## config.mk

```make
export PLATFORM = sky130hd
export DESIGN_NAME = alu_req_dispatcher
export DESIGN_NICKNAME = d
export VERILOG_FILES = /design/src/rtl/alu_req_dispatcher_pkg.sv /design/src/rtl/alu_req_dispatcher_rr_arbiter.sv /design/src/rtl/alu_req_dispatcher.sv
export SDC_FILE = /design/constraint.sdc
export NUM_CORES = 1
export LEC_CHECK = 0
export CAP_MARGIN = 10
export CORE_AREA = 4 4 167 169
export CTS_BUF_LIST = sky130_fd_sc_hd__clkbuf_8 sky130_fd_sc_hd__clkbuf_16
export DETAILED_ROUTE_END_ITERATION = 16
export DIE_AREA = 0 0 171 173
export PLACE_DENSITY_LB_ADDON = 0.15
export RECOVER_POWER = 50
export SYNTH_ARGS = -nofsm -noshare
export SYNTH_HDL_FRONTEND = slang
export SYNTH_SLANG_ARGS = --single-unit
export TNS_END_PERCENT = 20
```

## constraint.sdc

```tcl
create_clock -name clk -period 8.65 [get_ports clk]
set_input_delay 1.73 -clock clk [delete_from_list [all_inputs] [get_ports clk]]
set_output_delay 1.73 -clock clk [all_outputs]
set_load 0.05 [all_outputs]
```

## src/rtl/alu_req_dispatcher_pkg.sv

```systemverilog
// Shared definitions for the ALU request dispatcher: ALU control codes,
// dispatcher state encodings and datapath widths.
package alu_req_dispatcher_pkg;

  localparam int unsigned DATA_W  = 32;
  localparam int unsigned CTL_W   = 3;
  localparam int unsigned SHAMT_W = 5;

  localparam logic [CTL_W-1:0] ALU_AND     = 3'b000;
  localparam logic [CTL_W-1:0] ALU_OR      = 3'b001;
  localparam logic [CTL_W-1:0] ALU_ADD     = 3'b010;
  localparam logic [CTL_W-1:0] ALU_ILLEGAL = 3'b011;
  localparam logic [CTL_W-1:0] ALU_SLL     = 3'b100;
  localparam logic [CTL_W-1:0] ALU_SRL     = 3'b101;
  localparam logic [CTL_W-1:0] ALU_SUB     = 3'b110;
  localparam logic [CTL_W-1:0] ALU_SLT     = 3'b111;

  localparam logic [1:0] ST_IDLE  = 2'd0;
  localparam logic [1:0] ST_ISSUE = 2'd1;
  localparam logic [1:0] ST_RESP  = 2'd2;

  function automatic logic is_illegal(input logic [CTL_W-1:0] ctl);
    return ctl == ALU_ILLEGAL;
  endfunction

endpackage

```

## src/rtl/alu_req_dispatcher_rr_arbiter.sv

```systemverilog
// Combinational round-robin arbiter: first asserted request at or after ptr,
// wrapping modulo N. The pointer register is owned by the caller.
module rr_arbiter #(
  parameter int unsigned N  = 4,
  parameter int unsigned PW = 2
) (
  input  logic [N-1:0]  req,
  input  logic [PW-1:0] ptr,
  input  logic          en,
  output logic [N-1:0]  gnt,
  output logic [PW-1:0] gnt_idx
);

  always_comb begin
    logic          found;
    logic [PW-1:0] idx;
    gnt     = '0;
    gnt_idx = '0;
    found   = 1'b0;
    idx     = '0;
    for (int unsigned i = 0; i < N; i++) begin
      idx = PW'((32'(ptr) + i) % N);
      if (en && !found && req[idx]) begin
        gnt[idx] = 1'b1;
        gnt_idx  = idx;
        found    = 1'b1;
      end
    end
  end

endmodule

```

## src/rtl/alu_req_dispatcher.sv

```systemverilog
// Multiplexes ALU requests from NCORES cores onto one shared ALU and returns
// a tagged response to the issuing core.
module alu_req_dispatcher
  import alu_req_dispatcher_pkg::*;
#(
  parameter int unsigned NCORES = 4,
  parameter int unsigned IDW    = 2
) (
  input  logic                        clk,
  input  logic                        reset,
  input  logic [NCORES-1:0]           req_valid,
  output logic [NCORES-1:0]           req_ready,
  input  logic [CTL_W*NCORES-1:0]     req_ctl,
  input  logic [DATA_W*NCORES-1:0]    req_a,
  input  logic [DATA_W*NCORES-1:0]    req_b,
  input  logic [SHAMT_W*NCORES-1:0]   req_shamt,
  output logic [CTL_W-1:0]            alu_ctl,
  output logic [DATA_W-1:0]           alu_a,
  output logic [DATA_W-1:0]           alu_b,
  output logic [SHAMT_W-1:0]          alu_shamt,
  input  logic [DATA_W-1:0]           alu_result,
  input  logic                        alu_zero,
  output logic                        rsp_valid,
  input  logic                        rsp_ready,
  output logic [IDW-1:0]              rsp_id,
  output logic [DATA_W-1:0]           rsp_result,
  output logic                        rsp_zero,
  output logic                        rsp_err
);

  logic [1:0]         state_q, state_d;
  logic [IDW-1:0]     ptr_q, ptr_d;
  logic [CTL_W-1:0]   alu_ctl_q, alu_ctl_d;
  logic [DATA_W-1:0]  alu_a_q, alu_a_d;
  logic [DATA_W-1:0]  alu_b_q, alu_b_d;
  logic [SHAMT_W-1:0] alu_shamt_q, alu_shamt_d;
  logic               rsp_valid_q, rsp_valid_d;
  logic [IDW-1:0]     rsp_id_q, rsp_id_d;
  logic [DATA_W-1:0]  rsp_result_q, rsp_result_d;
  logic               rsp_zero_q, rsp_zero_d;
  logic               rsp_err_q, rsp_err_d;

  logic               arb_en;
  logic [NCORES-1:0]  gnt;
  logic [IDW-1:0]     gnt_idx;
  logic               accept;
  logic [CTL_W-1:0]   sel_ctl;
  logic [DATA_W-1:0]  sel_a;
  logic [DATA_W-1:0]  sel_b;
  logic [SHAMT_W-1:0] sel_shamt;

  // Grants are offered when idle, or when the current response retires this cycle.
  assign arb_en = reset && ((state_q == ST_IDLE) || ((state_q == ST_RESP) && rsp_ready));

  rr_arbiter #(
    .N  (NCORES),
    .PW (IDW)
  ) u_arb (
    .req     (req_valid),
    .ptr     (ptr_q),
    .en      (arb_en),
    .gnt     (gnt),
    .gnt_idx (gnt_idx)
  );

  assign req_ready = gnt;
  assign accept    = |gnt;

  always_comb begin
    sel_ctl   = '0;
    sel_a     = '0;
    sel_b     = '0;
    sel_shamt = '0;
    for (int unsigned i = 0; i < NCORES; i++) begin
      if (gnt[i]) begin
        sel_ctl   = req_ctl[CTL_W*i +: CTL_W];
        sel_a     = req_a[DATA_W*i +: DATA_W];
        sel_b     = req_b[DATA_W*i +: DATA_W];
        sel_shamt = req_shamt[SHAMT_W*i +: SHAMT_W];
      end
    end
  end

  always_comb begin
    state_d      = state_q;
    ptr_d        = ptr_q;
    alu_ctl_d    = alu_ctl_q;
    alu_a_d      = alu_a_q;
    alu_b_d      = alu_b_q;
    alu_shamt_d  = alu_shamt_q;
    rsp_valid_d  = rsp_valid_q;
    rsp_id_d     = rsp_id_q;
    rsp_result_d = rsp_result_q;
    rsp_zero_d   = rsp_zero_q;
    rsp_err_d    = rsp_err_q;

    case (state_q)
      ST_IDLE: ;
      ST_ISSUE: begin
        rsp_result_d = alu_result;
        rsp_zero_d   = alu_zero;
        rsp_err_d    = 1'b0;
        rsp_valid_d  = 1'b1;
        state_d      = ST_RESP;
      end
      ST_RESP: begin
        if (rsp_ready) begin
          rsp_valid_d = 1'b0;
          state_d     = ST_IDLE;
        end
      end
      default: state_d = ST_IDLE;
    endcase

    // Accept overrides the per-state result; only reachable from IDLE or retiring RESP.
    if (accept) begin
      ptr_d    = (gnt_idx == IDW'(NCORES - 1)) ? '0 : gnt_idx + IDW'(1);
      rsp_id_d = gnt_idx;
      if (is_illegal(sel_ctl)) begin
        rsp_result_d = '0;
        rsp_zero_d   = 1'b0;
        rsp_err_d    = 1'b1;
        rsp_valid_d  = 1'b1;
        state_d      = ST_RESP;
      end else begin
        alu_ctl_d   = sel_ctl;
        alu_a_d     = sel_a;
        alu_b_d     = sel_b;
        alu_shamt_d = sel_shamt;
        rsp_valid_d = 1'b0;
        state_d     = ST_ISSUE;
      end
    end
  end

  always_ff @(posedge clk) begin
    if (!reset) begin
      state_q      <= ST_IDLE;
      ptr_q        <= '0;
      alu_ctl_q    <= '0;
      alu_a_q      <= '0;
      alu_b_q      <= '0;
      alu_shamt_q  <= '0;
      rsp_valid_q  <= 1'b0;
      rsp_id_q     <= '0;
      rsp_result_q <= '0;
      rsp_zero_q   <= 1'b0;
      rsp_err_q    <= 1'b0;
    end else begin
      state_q      <= state_d;
      ptr_q        <= ptr_d;
      alu_ctl_q    <= alu_ctl_d;
      alu_a_q      <= alu_a_d;
      alu_b_q      <= alu_b_d;
      alu_shamt_q  <= alu_shamt_d;
      rsp_valid_q  <= rsp_valid_d;
      rsp_id_q     <= rsp_id_d;
      rsp_result_q <= rsp_result_d;
      rsp_zero_q   <= rsp_zero_d;
      rsp_err_q    <= rsp_err_d;
    end
  end

  assign alu_ctl    = alu_ctl_q;
  assign alu_a      = alu_a_q;
  assign alu_b      = alu_b_q;
  assign alu_shamt  = alu_shamt_q;
  assign rsp_valid  = rsp_valid_q;
  assign rsp_id     = rsp_id_q;
  assign rsp_result = rsp_result_q;
  assign rsp_zero   = rsp_zero_q;
  assign rsp_err    = rsp_err_q;

endmodule

```

==> flow_metrics.tcl <==
set metrics [dict create \
    synthCells 686 \
    nets 1418 \
    htree_levels 4 \
    post-dp-hpwl_mm 23.02 \
    end_kind "output port" \
    grt_max_degree 76 \
    core_area_um2 26580 \
    clockRootBuffer "clkbuf_16" \
    vias_per_cell 4.952 \
    cts_tree "done" \
    synth.area.top_cells "dfxtp_1, mux2i_1, a221o_1" \
    areaGrowthSynthToFinish_pct 84.05 \
    clockBufferDepth 2 \
    synth_top_family_by_area "compound AO/OA/AOI/OAI gates" \
    drc_errors 0 \
    min_period_ns 6.615 \
    status "completed" \
    yosysWarnings 0 \
    synth_cell_types 47 \
    crit_family "buffers and inverters" \
    cts.clk_slew.worst_paths_ns 0.05 \
    worst_pin_slew_ns 1.135 \
    critical_path.max_fanout 8 \
    pin_count 441 \
    max_cap_violations 0 \
    synthSimpleGateAreaFrac_pct 12.20 \
    clock-sinks 113 \
    max_stage_delay_ns 0.84 \
    setup-violations-final 0 \
    overflow 0 \
    portBuffers 440 \
    drv_slew 0 \
    synth_mux_area_share_pct 13.15 \
    hold_slack_ns 0.4469 \
    fin_tns_setup_ns 0 \
    die_y_um 173 \
    syn_avg_cell_area_um2 9.001 \
    synth_xor_area_share_pct 0.1418 \
    critPathLaunchType "input pin" \
    drtIter0Drc 406 \
    antenna_found_initial 2 \
    synth_adder_area_share_pct 1.013 \
    fp.dieW_um 171 \
    power_density_nw_per_um2 316.3 \
    drive_gt1_share_pct 5.743 \
    gp_congestion 0.8053 \
    cts_hold_buf 0 \
    fillers 2674 \
    track_usage_pct 19.16 \
    grt_setup_unrepaired "no" \
    min_path_type "flop to flop" \
    clk_latency_ns 0.41 \
    fmax_ghz 0.1512 \
    post-route-period-util_pct 76.48 \
    post_cts_resized 0 \
    synth-seq-cells 113 \
    crit_arrival_ns 4.89 \
    grt_pass1_wl_mm 43.59 \
    leakage_nw 4.577 \
    hold_violations 0 \
    vias 7131 \
    synth_compound_area_share_pct 30.50 \
    synth_nets 1019 \
    rows 60 \
    finClkSkew_ns 0.009290 \
    synth_edf_count 0 \
    critical_path_class "input pin to output port" \
    worstPathRequired_ns 6.92 \
    critPathBufInv 3 \
    firstDrtPassIters 5 \
    syn_area_um2 6175 \
    dieArea_um2 29580 \
    routed_wl_mm 29.97 \
    cts_buffers 17 \
    synth_top_cell_area_share_pct 36.64 \
    avgRoutedWirePerCell_um 20.81 \
    grt_pass1_vias 7211 \
    synthFlopType "dfxtp_1" \
    synth_top_cell_by_area "dfxtp_1" \
    postRouteAntennaNets 0 \
    async_reset_ff_share_pct 0 \
    crit_chain "dlygate4sd3_1, mux4_2, a2111oi_0, o21ai_1, and2_2, inv_2, clkdlybuf4s50_1" \
    ir_worst_vdd_uv 195.6 \
    initial_utilization_pct 23.23 \
    slowest_stage "clkdlybuf4s50_1" \
    ys_seq_area_share_pct 36.64 \
    post_cts_buffers 0 \
    relSlewSlack_pct 24.02 \
]
[cell usage after synthesis, types with 2 or more instances]
library cell,number
a31oi_1,3
nand2b_1,3
o21ai_1,3
a221o_1,70
o21ai_0,7
or2_2,2
o2111ai_1,3
inv_2,2
a221oi_2,2
mux4_2,4
dfxtp_1,113
nand3_1,2
buf_6,10
nand2_1,149
nor2b_1,5
o221ai_1,68
mux2i_1,71
a221oi_1,3
o211a_1,2
buf_2,8
a21o_1,3
clkbuf_1,49
buf_1,3
inv_1,10
nor2_1,13
a21oi_1,46
ha_1,5
nand3b_1,6
a211oi_1,3
[cell usage in the layout (no fill, tap or decap), types with 5 or more instances in the layout]
cell type	n
clkdlybuf4s50_1	329
a21oi_1	46
o21ai_0	7
dlygate4sd3_1	110
a221o_1	70
buf_4	9
inv_1	12
clkbuf_16	17
dfxtp_1	113
nand3b_1	6
nor2_1	13
ha_1	5
o221ai_1	68
mux2i_1	71
nand2_1	147
[layout make-up]
type                            instances  area [um^2]  share of cell area, %
Antenna cell                            2        5.005                0.04404
Inverter                               12        45.04                 0.3963
Multi-Input combinational cell        491         3557                  31.30
Clock buffer                           20        466.7                  4.107
Clock inverter                         11        115.1                  1.013
Tap cell                              341        426.7                  3.754
Timing Repair Buffer                  450         4487                  39.48
Sequential cell                       113         2262                  19.91
[through the flow]
step | setup WS (ns) | utilization [%] | cells | total power, W | cell area, um^2
5_1_grt | 1.915 | 42.76 | 1440 | 0.003812 | 11360
3_3_place_gp | 2.229 | 40.56 | 1407 | 0.002987 | 10780
4_1_cts | 2.161 | 42.74 | 1438 | 0.003698 | 11360
6_report | 2.035 | 42.76 | 1440 | 0.003594 | 11360
3_5_place_dp | 2.157 | 40.56 | 1407 | 0.002994 | 10780
2_1_floorplan | 3.309 | - | 686 | 0.002292 | 6175
[power breakdown]
group / internal (W) / switching, W / leakage (nW)
Combinational: 0.000874 / 0.00130 / 3.36
Sequential: 0.000656 / 0.0000732 / 0.926
Clock: 0.000442 / 0.000247 / 0.290
Total: 0.00197 / 0.00162 / 4.58
[registers in the layout, summed over array words and instances, names as in the netlist, named ones only]
register    flops
alu_b          32
alu_shamt       5
alu_a          32
rsp_err         1
ptr_q           1
alu_ctl         3
rsp_valid       1
rsp_id          2
rsp_zero        1
rsp_result     32
state_q         2
[kinds of logic after synthesis]
| logic type | Yosys count |
|---|---|
| AND/OR/NAND/NOR | 184 |
| flip-flops | 113 |
| adder cells (fa/ha/maj) | 5 |
| AO/OA/AOI/OAI | 225 |
| XOR/XNOR | 1 |
| buffers and inverters | 82 |
| multiplexers | 76 |
[routing by layer]
metal,GRT usage (%),part of all wire (%),vias up
met5,0,0,-
met4,4.226,1.2,0
met3,5.830,8.3,22
met2,34.46,52,319
met1,22.21,38,3340
li1,-,-,3450
[final timing paths]
check / start / end / slack (ns) / cells past startpoint
max: req_valid[2] / req_ready[2] / 2.03 / 7
min: rsp_result[30]$_SDFF_PN0_ / rsp_result[30]$_SDFF_PN0_ / 0.45 / 2
max reg2reg: flop / alu_b[6]$_SDFFE_PN0P_ / 3.40 / 11
min reg2reg: rsp_result[30]$_SDFF_PN0_ / rsp_result[30]$_SDFF_PN0_ / 0.45 / 2
[worst register-to-register path, delay by kind of cell (launching register included)]
kind / cells / cell delay (ns)
adders and majority gates: 1 / 0.50
DFF: 1 / 0.65
muxes: 2 / 0.75
buffers and inverters: 3 / 1.36
and+or+nand+nor: 1 / 0.73
AOI/OAI and AO/OA: 4 / 1.18
(Power assumes the default switching activity.)
